--- src/rtl/led_sequencer.sv ---
// LED count sequencer: steps count up, down or ping-pong on a go rising edge, paced by a clock-enable divider.
// Optional hold input enabled by defining LEDSEQ_PAUSE_EN.
module led_sequencer #(
   parameter int unsigned WIDTH     = 4,
   parameter int unsigned MAX_COUNT = (1 << WIDTH) - 1,
   parameter int unsigned TICK_DIV  = 1500000,
   parameter int unsigned LOOPS     = 1
) (
   input  logic             clk,
   input  logic             rst,
   input  logic             go,
   input  logic             abort,
   input  logic [1:0]       mode,
`ifdef LEDSEQ_PAUSE_EN
   input  logic             pause,
`endif
   output logic [WIDTH-1:0] count,
   output logic             busy,
   output logic             done
);

   localparam int unsigned DIV_W  = (TICK_DIV > 1) ? $clog2(TICK_DIV) : 1;
   localparam int unsigned LOOP_W = (LOOPS > 1) ? $clog2(LOOPS) : 1;
   localparam logic [WIDTH-1:0]  MAX_C     = WIDTH'(MAX_COUNT);
   localparam logic [DIV_W-1:0]  DIV_LAST  = DIV_W'(TICK_DIV - 1);
   localparam logic [LOOP_W-1:0] LOOP_LAST = LOOP_W'(LOOPS - 1);
   localparam logic [1:0]        MODE_DOWN = 2'b01;
   localparam logic [1:0]        MODE_PP   = 2'b10;

   typedef enum logic {IDLE, RUN} state_t;

   state_t            state;
   logic              go_q;
   logic [1:0]        mode_q;
   logic              dir_down;
   logic [DIV_W-1:0]  div;
   logic [LOOP_W-1:0] loop_cnt;

   logic              hold;
   logic              start;
   logic              tick;
   logic              seq_end;
   logic              step_dir_down;
   logic [WIDTH-1:0]  step_count;

`ifdef LEDSEQ_PAUSE_EN
   assign hold = pause;
`else
   assign hold = 1'b0;
`endif

   // abort in the same cycle as a go edge suppresses the start
   assign start = (state == IDLE) && go && !go_q && !abort;
   assign tick  = (state == RUN) && !hold && (div == DIV_LAST);

   function automatic logic [WIDTH-1:0] start_of(input logic [1:0] m);
      return (m == MODE_DOWN) ? MAX_C : '0;
   endfunction

   // Next value on a tick, or end-of-sequence flag when the current pass is complete
   always_comb begin
      seq_end       = 1'b0;
      step_count    = count;
      step_dir_down = dir_down;
      case (mode_q)
         MODE_DOWN: begin
            if (count != '0) step_count = count - WIDTH'(1);
            else             seq_end    = 1'b1;
         end
         MODE_PP: begin
            if (!dir_down) begin
               step_count = count + WIDTH'(1);
               if (step_count == MAX_C) step_dir_down = 1'b1;
            end else if (count != '0) begin
               step_count = count - WIDTH'(1);
            end else begin
               seq_end = 1'b1;
            end
         end
         default: begin
            if (count < MAX_C) step_count = count + WIDTH'(1);
            else               seq_end    = 1'b1;
         end
      endcase
   end

   always_ff @(posedge clk or posedge rst) begin
      if (rst) begin
         state    <= IDLE;
         go_q     <= 1'b0;
         mode_q   <= 2'b00;
         dir_down <= 1'b0;
         div      <= '0;
         loop_cnt <= '0;
         count    <= '0;
         busy     <= 1'b0;
         done     <= 1'b0;
      end else begin
         go_q <= go;
         done <= 1'b0;
         case (state)
            IDLE: begin
               div <= '0;
               if (start) begin
                  state    <= RUN;
                  busy     <= 1'b1;
                  mode_q   <= mode;
                  count    <= start_of(mode);
                  loop_cnt <= '0;
                  dir_down <= 1'b0;
               end
            end
            RUN: begin
               if (abort) begin
                  state <= IDLE;
                  busy  <= 1'b0;
                  count <= '0;
                  div   <= '0;
               end else if (tick) begin
                  div <= '0;
                  if (!seq_end) begin
                     count    <= step_count;
                     dir_down <= step_dir_down;
                  end else if (loop_cnt == LOOP_LAST) begin
                     state <= IDLE;
                     busy  <= 1'b0;
                     count <= '0;
                     done  <= 1'b1;
                  end else begin
                     loop_cnt <= loop_cnt + LOOP_W'(1);
                     count    <= start_of(mode_q);
                     dir_down <= 1'b0;
                  end
               end else if (!hold) begin
                  div <= div + DIV_W'(1);
               end
            end
            default: state <= IDLE;
         endcase
      end
   end

endmodule

--- config.mk ---
export PLATFORM = sky130hd
export DESIGN_NAME = led_sequencer
export DESIGN_NICKNAME = d
export VERILOG_FILES = /design/src/rtl/led_sequencer.sv
export SDC_FILE = /design/constraint.sdc
export NUM_CORES = 1
export LEC_CHECK = 0
export CORE_MARGIN = 2
export CORE_UTILIZATION = 53
export CTS_CLUSTER_DIAMETER = 60
export DETAILED_ROUTE_END_ITERATION = 10
export PLACE_DENSITY_LB_ADDON = 0.12
export SYNTH_ARGS = -nofsm -noshare
export SYNTH_HDL_FRONTEND = slang
export SYNTH_SLANG_ARGS = --single-unit
--- constraint.sdc ---
create_clock -name clk -period 2.1 [get_ports clk]
set_input_delay 0.21 -clock clk [delete_from_list [all_inputs] [get_ports clk]]
set_output_delay 0.21 -clock clk [all_outputs]
set_load 0.02 [all_outputs]
==> impl_metrics.tcl <==
set metrics [dict create \
    status "finished clean" \
    timing_hold_violations_final 0 \
    worstPathCellList "inv_1 > ha_1 > nor2b_1 > or2_2 > or3_1 > a31oi_1 > mux2i_1" \
    timing.final.setup_violations 0 \
    finalMaxSlewViolations 0 \
    gp_routability_congestion 0.861 \
    ys_seq_area_frac 0.431 \
    r2r_cells 7 \
    final_cells 263 \
    cts.sinks 32 \
    postSynthNetCount 207 \
    mostFrequentLayoutCells "dfrtp_1 (32), nor2_1 (29), inv_1 (11), xnor2_1 (11), clkdlybuf4s50_1 (11)" \
    worst_slew_margin_rel 0.601 \
    rsz0062_at_grt "no" \
    route.antenna.remaining_nets 0 \
    clock-skew-final_ns 0.0156 \
    postSynth.topFlopCell "dfrtp_1" \
    worst_setup_path_start_kind "flop" \
    post_synth_num_cell_types 45 \
    wire_per_inst_um 14.5 \
    number_of_synthesized_register_bits 32 \
    grtUsageTotal 0.216 \
    number_of_enable_flip_flop_cells_after_synthesis 0 \
    worst_setup_hold_path_clk_slew_ns 0.11 \
    synth.top_cell.area_share 0.431 \
    area_growth_pct 15.4 \
    dp_hpwl_mm 2.80 \
    yosys_warnings 0 \
    grt_max_degree 33 \
    post_layout_total_power_mw 2.10 \
    detail_route.drc_violations 0 \
    syn_inst 195 \
    detailedRoute.firstPassIterationCount 4 \
    maxClockFrequency_mhz 504 \
    fill_cells 296 \
    clock_tree.htree_level_count 2 \
    setup.worst_path.end_class "flop" \
    critical_path.max_stage_delay_ns 0.39 \
    floorplan.die.width_um 63.2 \
    synth_area_per_cell_um2 9.52 \
    antenna_found_initial 0 \
    fp.dieArea_um2 3990 \
    initial_core_util 0.552 \
    drt-vias-per-instance 5.79 \
    total_via_count_in_the_routed_design 1522 \
    critPathMaxFanout 6 \
    fin_setup_tns_ns 0 \
    final_common_cell "dfrtp_1" \
    synth.top_cells.by_area "dfrtp_1 (43%), nor2_1 (5.9%), xnor2_1 (5.2%)" \
    cts_root_buf "clkbuf_4" \
    die-height_um 63.2 \
    power.leakage_nw 0.889 \
    final_area_um2 2140 \
    floorplan.io_pins 12 \
    dpl.cell_count 255 \
    cts_setup_buffers 0 \
    grt_pass1_vias 1546 \
    port-buffer-count 11 \
    min_period_over_period 0.944 \
    wire_length_of_the_first_global_routing_pass_mm 6.73 \
    timing.max_cap.violations 0 \
    placedInstanceArea_um2 2070 \
    path_buf_inv 1 \
    worst_path_dominant_cell_family "simple AND/OR/NAND/NOR gates" \
    worst_pin_slew_ns 0.598 \
    worstPathArrival_ns 2.20 \
    cts_tree "built" \
    cts-root-to-sink-buffers 2 \
    worst-endpoint-required_ns 2.32 \
    power_density_nw_per_um2 979 \
    synth_top_cell_by_area "dfrtp_1" \
    drt-initial-drc-count 95 \
    max-vdd-ir-drop_uv 509 \
    final_nets 228 \
    critical_path_depth 7 \
    gr-total-overflow 0 \
    drive_gt1_frac 0.134 \
    setup.worst_path.class "flop to flop" \
    core_area_um2 3360 \
    crit_path_top_delay_cell "or3_1" \
    routed_wl_mm 3.80 \
    n_antenna_cell 0 \
    cts_made_buffers 5 \
    postSynth.asyncResetShare 1.00 \
    insertion_delay_ns 0.34 \
    min_path_type "input pin to async pin" \
    placementRows 21 \
    finalCriticalPeriod_ns 1.98 \
    netlist_area_um2 1860 \
]
[where the power goes]
group	switching [mW]	internal, mW
Clock	0.210	0.159
Sequential	0.0498	0.684
Combinational	0.554	0.441
Total	0.814	1.28
[through the flow]
step            util  worst slack, ns  hold slack (ns)
2_1_floorplan      -           0.0708            0.241
3_3_place_gp   0.616           0.0670            0.474
3_5_place_dp   0.616           0.0401            0.469
4_1_cts        0.634           0.0383            0.253
5_1_grt        0.637          0.00319            0.275
6_report       0.637            0.118            0.241
[worst register-to-register path: stages (launching register included)]
cell and delay [ns]:
dfrtp_1 0.37, inv_1 0.06, ha_1 0.25, nor2b_1 0.18
or2_2 0.33, or3_1 0.39, a31oi_1 0.18, mux2i_1 0.09
[flip-flops by register name, indices dropped and copies added, names as in the netlist]
signal / count
div: 21
go_q: 1
count: 4
state: 1
mode_q: 2
busy: 1
dir_down: 1
done: 1
[cells by family after synthesis]
kind of cell,share of synthesized area
buffers and inverters,0.0377
AO/OA/AOI/OAI,0.119
multiplexers,0.0249
flip-flops,0.431
XOR/XNOR,0.0896
adder cells (fa/ha/maj),0.0404
AND/OR/NAND/NOR,0.257
[repair_timing]
action	CTS	global route
gates resized for setup	0	2
hold buffers	0	0
setup endpoints to repair	0	4
[cell type report]
cell class,instances,area [um2],share of cell area
timing repair buffer,21,185,0.0864
sequential,32,801,0.374
clock inverter,2,10.0,0.00467
tap,46,57.6,0.0269
multi-input combinational,145,996,0.465
clock buffer,6,51.3,0.0239
inverter,11,41.3,0.0193
[per-layer routing]
metal  up-vias  routed length, um  GRT usage
met2        41               1910      0.371
met5         -                  0          0
li1        735                  -          -
met4         0                135      0.109
met1       731               1610      0.250
met3        15                145     0.0554
[path summary, 6_finish.rpt]
| check | from | end | slack (ns) |
|---|---|---|---|
| worst max register to register | mode_q[0] | count[0] | 0.12 |
| worst max-delay path | mode_q[0] | count[0] | 0.12 |
| min in group clk | go | go_q | 0.32 |
| max in group asynchronous | rst | div[14] | 1.55 |
| worst min-delay path | rst | div[3] | 0.24 |
| worst min register to register | div[0] | div[0] | 0.49 |
[synth_stat cells (all sizes together), types with 5 or more instances]
cell type   n
a21oi       6
clkbuf      5
dfrtp      32
ha          6
inv        11
nand2      10
nand3       9
nor2       29
nor3        7
xnor2      11
xor2        8
No activity file was read; power rests on OpenSTA's default activity.
